### src/rtl/d_mem_arbiter_if.sv
// Bus between the data-memory arbiter, its two requesters and the single-port memory.
// The slave modport is the arbiter's view; master is the environment's view.
interface d_mem_arbiter_if #(
   parameter int ADDR_W = 11,
   parameter int DATA_W = 32
);
   logic              r0_req;
   logic              r0_we;
   logic [ADDR_W-1:0] r0_addr;
   logic [DATA_W-1:0] r0_wdata;
   logic [2:0]        r0_func3;
   logic              r0_gnt;
   logic              r0_rvalid;
   logic [DATA_W-1:0] r0_rdata;
   logic              r0_err;

   logic              r1_req;
   logic              r1_we;
   logic [ADDR_W-1:0] r1_addr;
   logic [DATA_W-1:0] r1_wdata;
   logic [2:0]        r1_func3;
   logic              r1_gnt;
   logic              r1_rvalid;
   logic [DATA_W-1:0] r1_rdata;
   logic              r1_err;

   logic [ADDR_W-1:0] mem_addr;
   logic [DATA_W-1:0] mem_wdata;
   logic [2:0]        mem_func3;
   logic              mem_rd_en;
   logic              mem_wr_en;
   logic [DATA_W-1:0] mem_rdata;

   modport slave (
      input  r0_req, r0_we, r0_addr, r0_wdata, r0_func3,
      output r0_gnt, r0_rvalid, r0_rdata, r0_err,
      input  r1_req, r1_we, r1_addr, r1_wdata, r1_func3,
      output r1_gnt, r1_rvalid, r1_rdata, r1_err,
      output mem_addr, mem_wdata, mem_func3, mem_rd_en, mem_wr_en,
      input  mem_rdata
   );

   modport master (
      output r0_req, r0_we, r0_addr, r0_wdata, r0_func3,
      input  r0_gnt, r0_rvalid, r0_rdata, r0_err,
      output r1_req, r1_we, r1_addr, r1_wdata, r1_func3,
      input  r1_gnt, r1_rvalid, r1_rdata, r1_err,
      input  mem_addr, mem_wdata, mem_func3, mem_rd_en, mem_wr_en,
      output mem_rdata
   );
endinterface

### src/rtl/d_mem_arbiter.sv
// Two-requester arbiter for the single-port data memory: IDLE -> ACCESS -> RESP, one access in flight.
// Optional MISALIGN_TRAP_EN: misaligned half/word accesses skip ACCESS and respond with err=1.
module d_mem_arbiter #(
   parameter int ADDR_W     = 11,
   parameter int DATA_W     = 32,
   parameter int PRIO_FIXED = 0
) (
   input logic            clk,
   input logic            rst,
   d_mem_arbiter_if.slave bus
);
   localparam logic [1:0] IDLE   = 2'd0;
   localparam logic [1:0] ACCESS = 2'd1;
   localparam logic [1:0] RESP   = 2'd2;

   logic [1:0]        state;
   logic              owner_q;
   logic              last_owner;
   logic              we_q;
   logic [ADDR_W-1:0] addr_q;
   logic [DATA_W-1:0] wdata_q;
   logic [2:0]        func3_q;
   logic [DATA_W-1:0] rdata_q;

   logic              any_req;
   logic              pick_r1;
   logic              sel_we;
   logic [ADDR_W-1:0] sel_addr;
   logic [DATA_W-1:0] sel_wdata;
   logic [2:0]        sel_func3;
   logic              in_access;
   logic              in_resp;
   logic              gnt_now;

`ifdef MISALIGN_TRAP_EN
   logic err_q;
   logic sel_mis;

   function automatic logic is_misaligned(input logic [1:0] size, input logic [1:0] lsb);
      return (size == 2'b01 && lsb[0]) || (size == 2'b10 && lsb != 2'b00);
   endfunction

   assign sel_mis = is_misaligned(sel_func3[1:0], sel_addr[1:0]);
`endif

   // Winner selection: a lone requester wins; on a tie the one not served last, unless fixed priority.
   always_comb begin
      any_req = bus.r0_req | bus.r1_req;
      if (bus.r0_req && bus.r1_req)
         pick_r1 = (PRIO_FIXED != 0) ? 1'b0 : ~last_owner;
      else
         pick_r1 = bus.r1_req;
      sel_we    = pick_r1 ? bus.r1_we    : bus.r0_we;
      sel_addr  = pick_r1 ? bus.r1_addr  : bus.r0_addr;
      sel_wdata = pick_r1 ? bus.r1_wdata : bus.r0_wdata;
      sel_func3 = pick_r1 ? bus.r1_func3 : bus.r0_func3;
   end

   always_ff @(posedge clk) begin
      if (rst) begin
         state      <= IDLE;
         owner_q    <= 1'b0;
         last_owner <= 1'b1;
         we_q       <= 1'b0;
         addr_q     <= '0;
         wdata_q    <= '0;
         func3_q    <= '0;
         rdata_q    <= '0;
`ifdef MISALIGN_TRAP_EN
         err_q      <= 1'b0;
`endif
      end else begin
         case (state)
            IDLE: begin
               if (any_req) begin
                  owner_q <= pick_r1;
                  we_q    <= sel_we;
                  addr_q  <= sel_addr;
                  wdata_q <= sel_wdata;
                  func3_q <= sel_func3;
                  rdata_q <= '0;
`ifdef MISALIGN_TRAP_EN
                  err_q   <= sel_mis;
                  state   <= sel_mis ? RESP : ACCESS;
`else
                  state   <= ACCESS;
`endif
               end
            end
            ACCESS: begin
               rdata_q <= we_q ? '0 : bus.mem_rdata;
               state   <= RESP;
            end
            RESP: begin
               last_owner <= owner_q;
               state      <= IDLE;
            end
            default: state <= IDLE;
         endcase
      end
   end

   // Reset gates every output combinationally so a reset cycle can never write memory.
   assign in_access = (state == ACCESS) && !rst;
   assign in_resp   = (state == RESP) && !rst;
`ifdef MISALIGN_TRAP_EN
   assign gnt_now   = in_access || (in_resp && err_q);
   assign bus.r0_err = in_resp && !owner_q && err_q;
   assign bus.r1_err = in_resp &&  owner_q && err_q;
`else
   assign gnt_now   = in_access;
   assign bus.r0_err = 1'b0;
   assign bus.r1_err = 1'b0;
`endif

   assign bus.r0_gnt    = gnt_now && !owner_q;
   assign bus.r1_gnt    = gnt_now &&  owner_q;
   assign bus.r0_rvalid = in_resp && !owner_q;
   assign bus.r1_rvalid = in_resp &&  owner_q;
   assign bus.r0_rdata  = (in_resp && !owner_q) ? rdata_q : '0;
   assign bus.r1_rdata  = (in_resp &&  owner_q) ? rdata_q : '0;

   assign bus.mem_addr  = in_access ? addr_q  : '0;
   assign bus.mem_wdata = in_access ? wdata_q : '0;
   assign bus.mem_func3 = in_access ? func3_q : '0;
   assign bus.mem_rd_en = in_access && !we_q;
   assign bus.mem_wr_en = in_access &&  we_q;
endmodule
### src/flat_wrapper.sv
// flat-port wrapper written by rule: the top's interface ports become plain ports
module d_mem_arbiter_flat 
#(
   parameter int ADDR_W     = 11,
   parameter int DATA_W     = 32,
   parameter int PRIO_FIXED = 0
)
  (clk, rst, bus_r0_req, bus_r0_we, bus_r0_addr, bus_r0_wdata, bus_r0_func3, bus_r0_gnt, bus_r0_rvalid, bus_r0_rdata, bus_r0_err, bus_r1_req, bus_r1_we, bus_r1_addr, bus_r1_wdata, bus_r1_func3, bus_r1_gnt, bus_r1_rvalid, bus_r1_rdata, bus_r1_err, bus_mem_addr, bus_mem_wdata, bus_mem_func3, bus_mem_rd_en, bus_mem_wr_en, bus_mem_rdata);
  d_mem_arbiter_if #(.ADDR_W(ADDR_W), .DATA_W(DATA_W)) bus_i ();
  input logic clk;
  input logic rst;
  input wire logic [$bits(bus_i.r0_req)-1:0] bus_r0_req;
  input wire logic [$bits(bus_i.r0_we)-1:0] bus_r0_we;
  input wire logic [$bits(bus_i.r0_addr)-1:0] bus_r0_addr;
  input wire logic [$bits(bus_i.r0_wdata)-1:0] bus_r0_wdata;
  input wire logic [$bits(bus_i.r0_func3)-1:0] bus_r0_func3;
  output wire logic [$bits(bus_i.r0_gnt)-1:0] bus_r0_gnt;
  output wire logic [$bits(bus_i.r0_rvalid)-1:0] bus_r0_rvalid;
  output wire logic [$bits(bus_i.r0_rdata)-1:0] bus_r0_rdata;
  output wire logic [$bits(bus_i.r0_err)-1:0] bus_r0_err;
  input wire logic [$bits(bus_i.r1_req)-1:0] bus_r1_req;
  input wire logic [$bits(bus_i.r1_we)-1:0] bus_r1_we;
  input wire logic [$bits(bus_i.r1_addr)-1:0] bus_r1_addr;
  input wire logic [$bits(bus_i.r1_wdata)-1:0] bus_r1_wdata;
  input wire logic [$bits(bus_i.r1_func3)-1:0] bus_r1_func3;
  output wire logic [$bits(bus_i.r1_gnt)-1:0] bus_r1_gnt;
  output wire logic [$bits(bus_i.r1_rvalid)-1:0] bus_r1_rvalid;
  output wire logic [$bits(bus_i.r1_rdata)-1:0] bus_r1_rdata;
  output wire logic [$bits(bus_i.r1_err)-1:0] bus_r1_err;
  output wire logic [$bits(bus_i.mem_addr)-1:0] bus_mem_addr;
  output wire logic [$bits(bus_i.mem_wdata)-1:0] bus_mem_wdata;
  output wire logic [$bits(bus_i.mem_func3)-1:0] bus_mem_func3;
  output wire logic [$bits(bus_i.mem_rd_en)-1:0] bus_mem_rd_en;
  output wire logic [$bits(bus_i.mem_wr_en)-1:0] bus_mem_wr_en;
  input wire logic [$bits(bus_i.mem_rdata)-1:0] bus_mem_rdata;
  assign bus_i.r0_req = bus_r0_req;
  assign bus_i.r0_we = bus_r0_we;
  assign bus_i.r0_addr = bus_r0_addr;
  assign bus_i.r0_wdata = bus_r0_wdata;
  assign bus_i.r0_func3 = bus_r0_func3;
  assign bus_r0_gnt = bus_i.r0_gnt;
  assign bus_r0_rvalid = bus_i.r0_rvalid;
  assign bus_r0_rdata = bus_i.r0_rdata;
  assign bus_r0_err = bus_i.r0_err;
  assign bus_i.r1_req = bus_r1_req;
  assign bus_i.r1_we = bus_r1_we;
  assign bus_i.r1_addr = bus_r1_addr;
  assign bus_i.r1_wdata = bus_r1_wdata;
  assign bus_i.r1_func3 = bus_r1_func3;
  assign bus_r1_gnt = bus_i.r1_gnt;
  assign bus_r1_rvalid = bus_i.r1_rvalid;
  assign bus_r1_rdata = bus_i.r1_rdata;
  assign bus_r1_err = bus_i.r1_err;
  assign bus_mem_addr = bus_i.mem_addr;
  assign bus_mem_wdata = bus_i.mem_wdata;
  assign bus_mem_func3 = bus_i.mem_func3;
  assign bus_mem_rd_en = bus_i.mem_rd_en;
  assign bus_mem_wr_en = bus_i.mem_wr_en;
  assign bus_i.mem_rdata = bus_mem_rdata;
  d_mem_arbiter #(.ADDR_W(ADDR_W), .DATA_W(DATA_W), .PRIO_FIXED(PRIO_FIXED)) u_core (.clk(clk), .rst(rst), .bus(bus_i));
endmodule
### config.mk
export PLATFORM = sky130hd
export DESIGN_NAME = d_mem_arbiter_flat
export DESIGN_NICKNAME = d
export VERILOG_FILES = /design/src/rtl/d_mem_arbiter_if.sv /design/src/rtl/d_mem_arbiter.sv /design/src/flat_wrapper.sv
export SDC_FILE = /design/constraint.sdc
export NUM_CORES = 1
export LEC_CHECK = 0
export ABC_AREA = 0
export CAP_MARGIN = 40
export CELL_PAD_IN_SITES_DETAIL_PLACEMENT = 2
export CELL_PAD_IN_SITES_GLOBAL_PLACEMENT = 2
export CORE_UTILIZATION = 20
export DETAILED_ROUTE_END_ITERATION = 12
export HOLD_SLACK_MARGIN = 0.03
export PLACE_DENSITY_LB_ADDON = 0.1
export SLEW_MARGIN = 30
export SYNTH_ARGS = -nofsm -noshare
export SYNTH_HDL_FRONTEND = slang
export SYNTH_SLANG_ARGS = --single-unit
### constraint.sdc
create_clock -name clk -period 1.8 [get_ports clk]
set_clock_uncertainty 0.15 [all_clocks]
set_input_delay 0.27 -clock clk [delete_from_list [all_inputs] [get_ports clk]]
set_output_delay 0.27 -clock clk [all_outputs]
set_load 0.01 [all_outputs]
# == Word-level counts from Yosys, hierarchy flattened ==
# Index checks and enable logic that the tools add are counted.
# totals
word_cells,44
output_inout_bits,118
regBits,83
input_bits,130
# classes
eq_ne,3
reduce_logical,16
mux,15
bitwise,2
# op_table
operator,count
32-bit two-way mux,6
32-bit case mux with 2 select lines,1
11-bit two-way mux,2
1-bit logical AND,9
3-bit two-way mux,2
2-bit case mux with 2 select lines,1
2-bit AND reduction,2
1-bit logical NOT,3
"2-bit by 1-bit == test with 1-bit output, second input constant",1
"2-bit == test, second input constant",1
2-bit logical NOT,1
1-bit two-way mux,2
2-bit two-way mux,1
"2-bit by 1-bit inequality test with 1-bit output, second input constant",1
2-bit nonzero test,1
1-bit NOT,1
1-bit bitwise OR,1

# == Longest topological paths before layout ==
# depth
word_depth,4
ltp_mapped,6
mapped_depth_nobuf,3

# == Worst setup path before layout ==
# No wires, ideal clock.
# synth_timing
path_kind,flip-flop to output port
from,register u_core.state[0]
to,output port bus_r0_rdata[22]
required_time_ps,1380
path_buffers,1
setup_slack_ps,138
path_stages_with_launch,5
arrival_ps,1242
path_cell_list,dfxtp_1 -> nand2b_1 -> nor3_2 -> clkbuf_1 -> and2_1
# synth_between
elab_chain_len,4
# synth_lines
item,line_no,rtl
from (decl),d_mem_arbiter.sv:16,logic [1:0] state;
from (signal assigned),d_mem_arbiter.sv:61,state <= IDLE;
from (signal assigned),d_mem_arbiter.sv:86,state <= ACCESS;
from (signal assigned),d_mem_arbiter.sv:92,state <= RESP;
2-bit == test,d_mem_arbiter.sv:105,assign in_resp = (state == RESP) && !rst;
1-bit logical AND,d_mem_arbiter.sv:105,
1-bit logical AND,--,
named net bus_r0_rvalid,flat_wrapper.sv:18,output wire logic [$bits(bus_i.r0_rvalid)-1:0] bus_r0_rvalid;
32-bit two-way mux,d_mem_arbiter.sv:120,assign bus.r0_rdata = (in_resp && !owner_q) ? rdata_q : '0;
to (decl),flat_wrapper.sv:19,output wire logic [$bits(bus_i.r0_rdata)-1:0] bus_r0_rdata;
# The timed path passes the listed nets, and every way through them passes these cells.

# == Worst setup path after layout ==
# layout_timing
from,register u_core.state[0]
to,output port bus_r1_rdata[24]
# layout_between
elab_chain_len,4
# layout_lines
item,line_no,rtl
2-bit == test,d_mem_arbiter.sv:105,
1-bit logical AND,d_mem_arbiter.sv:105,
1-bit logical AND,d_mem_arbiter.sv:121,assign bus.r1_rdata = (in_resp && owner_q) ? rdata_q : '0;
32-bit two-way mux,d_mem_arbiter.sv:121,
to (decl),flat_wrapper.sv:28,output wire logic [$bits(bus_i.r1_rdata)-1:0] bus_r1_rdata;
# Every way passes these cells.

==> metrics.yaml <==
switchingPower_mw: 1.441
max_stage_delay_ns: 0.33
clock_sinks: 83
power.internal_mw: 3.911
synth_top_cell_area_share_pct: 39.59
io_pins: 248
cap_violations: 0
routed_via_density: 4.526
place_hpwl_um: 13050
ctsHoldBuffers: 0
first_global_vias: 5089
ir_drop_mv: 0.3694
wl_um: 19530
clkPwrFrac_pct: 36.8
clk_latency_ns: 0.33
die_h_um: 146.9
root_buffer: "clkbuf_16"
layout_commonest_cell: "clkdlybuf4s50_1"
yosysWarnings: 0
drive_gt1_share_pct: 41.43
path_class: "reg2out"
clockBufferDepth: 2
yosys.area_share.simple_pct: 27.55
dieArea_um2: 21570
worst_slack_ns: -0.2656
wl_per_cell_um: 19.07
synthAdderAreaFrac_pct: 0
vias: 4635
timing.final.crit_share_pct: 114.8
end_kind: "output port"
hp-class: "in2reg"
track_usage_pct: 17.65
worst_setup_path_start_kind: "flop"
syn_inst: 487
pwr-share-comb_pct: 23.8
power_mw: 5.352
cts_made_buffers: 9
violations: "negative setup slack"
multi_input_area_um2: 2552
fp.dieW_um: 146.9
finalSetupViolations: 116
slowest_stage: "dfxtp_2"
register_area_um2: 1667
pre_cts_ws_ns: -0.3279
num_rows: 52
ys_types: 26
area_growth_pct: 93.77
syn_area_per_cell_um2: 8.617
synth_compound_area_share_pct: 26.21
hold_viol_final: 0
path_clk_slew_ns: 0.06
synthXorXnorAreaFrac_pct: 0
p_seq_share_pct: 39.4
p_leak_nw: 3.419
synth_area_um2: 4197
max_freq_mhz: 484.1
synth-seq-cells: 83
cp_cell_sequence: "nand2b_4 > nor3b_4 > buf_6 > buf_12 > buf_12 > and2_4 > buf_6"
drt_iter0_drc: 118
finalMaxSlewViolations: 0
gp_congestion: 0.7680
crit_fanout: 5
firstDrtPassIters: 6
outcome: "finished, violations left"
h-tree-depth: 3
num-fill-cells: 2195
grt_first_pass_wirelength_um: 29280
grt_max_degree: 37
synth_mux_area_share_pct: 0.2385
synth_top_family_by_area: "simple AND/OR/NAND/NOR gates"
switching_share_pct: 26.93
rsz0062_at_grt: "true"
seq_area_frac_synth_pct: 39.59
core_um2: 20430
finalCriticalPeriod_ns: 2.066
grt.overflow.total: 0
antenna_left: 0
netlist_top_cells_area: "dfxtp_1 40%, and2_1 17%, nand2_1 8.4%, a311oi_2 6.8%, a22o_1 6.7%"
critPathRequiredTime_ns: 1.38
port_buffers: 245
timing.hold.ws_ns: 0.3537
start_util_pct: 20.54
drc: 0
cts_tree: "built"
power-per-cell-area_nw_per_um2: 658.2
final_cell_mix: "128 x clkdlybuf4s50_1, 103 x buf_6, 94 x nand2_1"
finalNetCount: 878
antenna_found_initial: 1
synth_area_leader_cell: "dfxtp_1"
arrival_ns: 1.65
## cell type report
class	instances	area share [%]
multi-input combinational	353	31.39
tap	270	4.154
clock inverter	3	0.5539
timing repair buffer	301	40.05
sequential	83	20.50
antenna	1	0.03077
clock buffer	13	3.324
## stage by stage
| step | std cells | setup TNS, ns | instance area [um2] | util (%) |
|---|---|---|---|---|
| after floorplan | 488 | 0 | 4200 | - |
| after global placement | 981 | -32.99 | 7117 | 34.84 |
| after detailed placement | 981 | -39.15 | 7117 | 34.84 |
| after CTS | 1009 | -22.00 | 7463 | 36.53 |
| after global routing | 1024 | -23.86 | 8132 | 39.80 |
| final | 1024 | -16.94 | 8132 | 39.80 |
## critical path: cells and delay by family, from the launching register on
family,cells,cell delay (ns)
simple gates,3,0.52
buf+inv,4,0.45
flops,1,0.33
## cells in the mapped netlist
cell type,instances
a21bo_2,2
a21boi_1,1
a21oi_1,48
a22o_1,32
a311oi_1,28
a311oi_2,19
and2_1,112
and2_4,1
buf_1,1
buf_2,14
buf_4,8
buf_6,3
clkbuf_1,26
conb_1,1
dfxtp_1,83
mux2i_1,1
nand2_1,94
nand2b_1,3
nand3_1,1
nor2_1,1
nor2b_1,3
nor3_2,1
nor3b_2,1
nor3b_4,1
o31ai_4,1
or2_1,1
## power groups by stage
stage                     clock network (mW)  logic (mW)  registers [mW]
after floorplan                            0       0.553            2.09
final                                   1.97        1.27            2.11
after detailed placement                   0        1.15            2.13
after CTS                               2.05        1.19            2.10
after global routing                    2.13        1.38            2.13
after global placement                     0        1.12            2.12
## routing by layer
layer	global-route usage, %	vias to the layer above	routed length, um
met5	0	-	0
li1	-	2217	-
met4	5.938	0	366
met3	3.758	20	1153
met2	30.62	175	9723
met1	21.53	2223	8282
## worst paths after layout
check / start / endpoint / slack (ns) / cells past startpoint
max: u_core.state[0]$_SDFFE_PP0P_ / bus_r1_rdata[24] / -0.27 / 7
min: bus_r0_addr[9] / u_core.addr_q[9]$_SDFFE_PP0P_ / 0.35 / 3
max reg2reg: u_core.state[1]$_SDFFE_PP0P_ / u_core.rdata_q[0]$_SDFFE_PP0P_ / 0.10 / 5
min reg2reg: u_core.rdata_q[19]$_SDFFE_PP0P_ / u_core.rdata_q[19]$_SDFFE_PP0P_ / 0.35 / 1
## timing repair
| action | CTS | global route |
|---|---|---|
| setup buffers | 7 | 13 |
| pin swaps | 11 | 44 |
| cloned | 5 | 5 |
| resized for setup | 534 | 163 |
| setup endpoints to repair | 116 | 145 |
## registers in the layout (all words and copies together), names as in the netlist
signal	flops
u_core.addr_q	11
u_core.func3_q	3
u_core.last_owner	1
u_core.owner_q	1
u_core.rdata_q	32
u_core.state	2
u_core.wdata_q	32
u_core.we_q	1
## cell families after synthesis
group / Yosys count
simple gates: 219
compound gates: 131
flops: 83
buf+inv: 52
mux: 1
other cells: 1
Note: power is estimated with default switching activity, not from simulation.
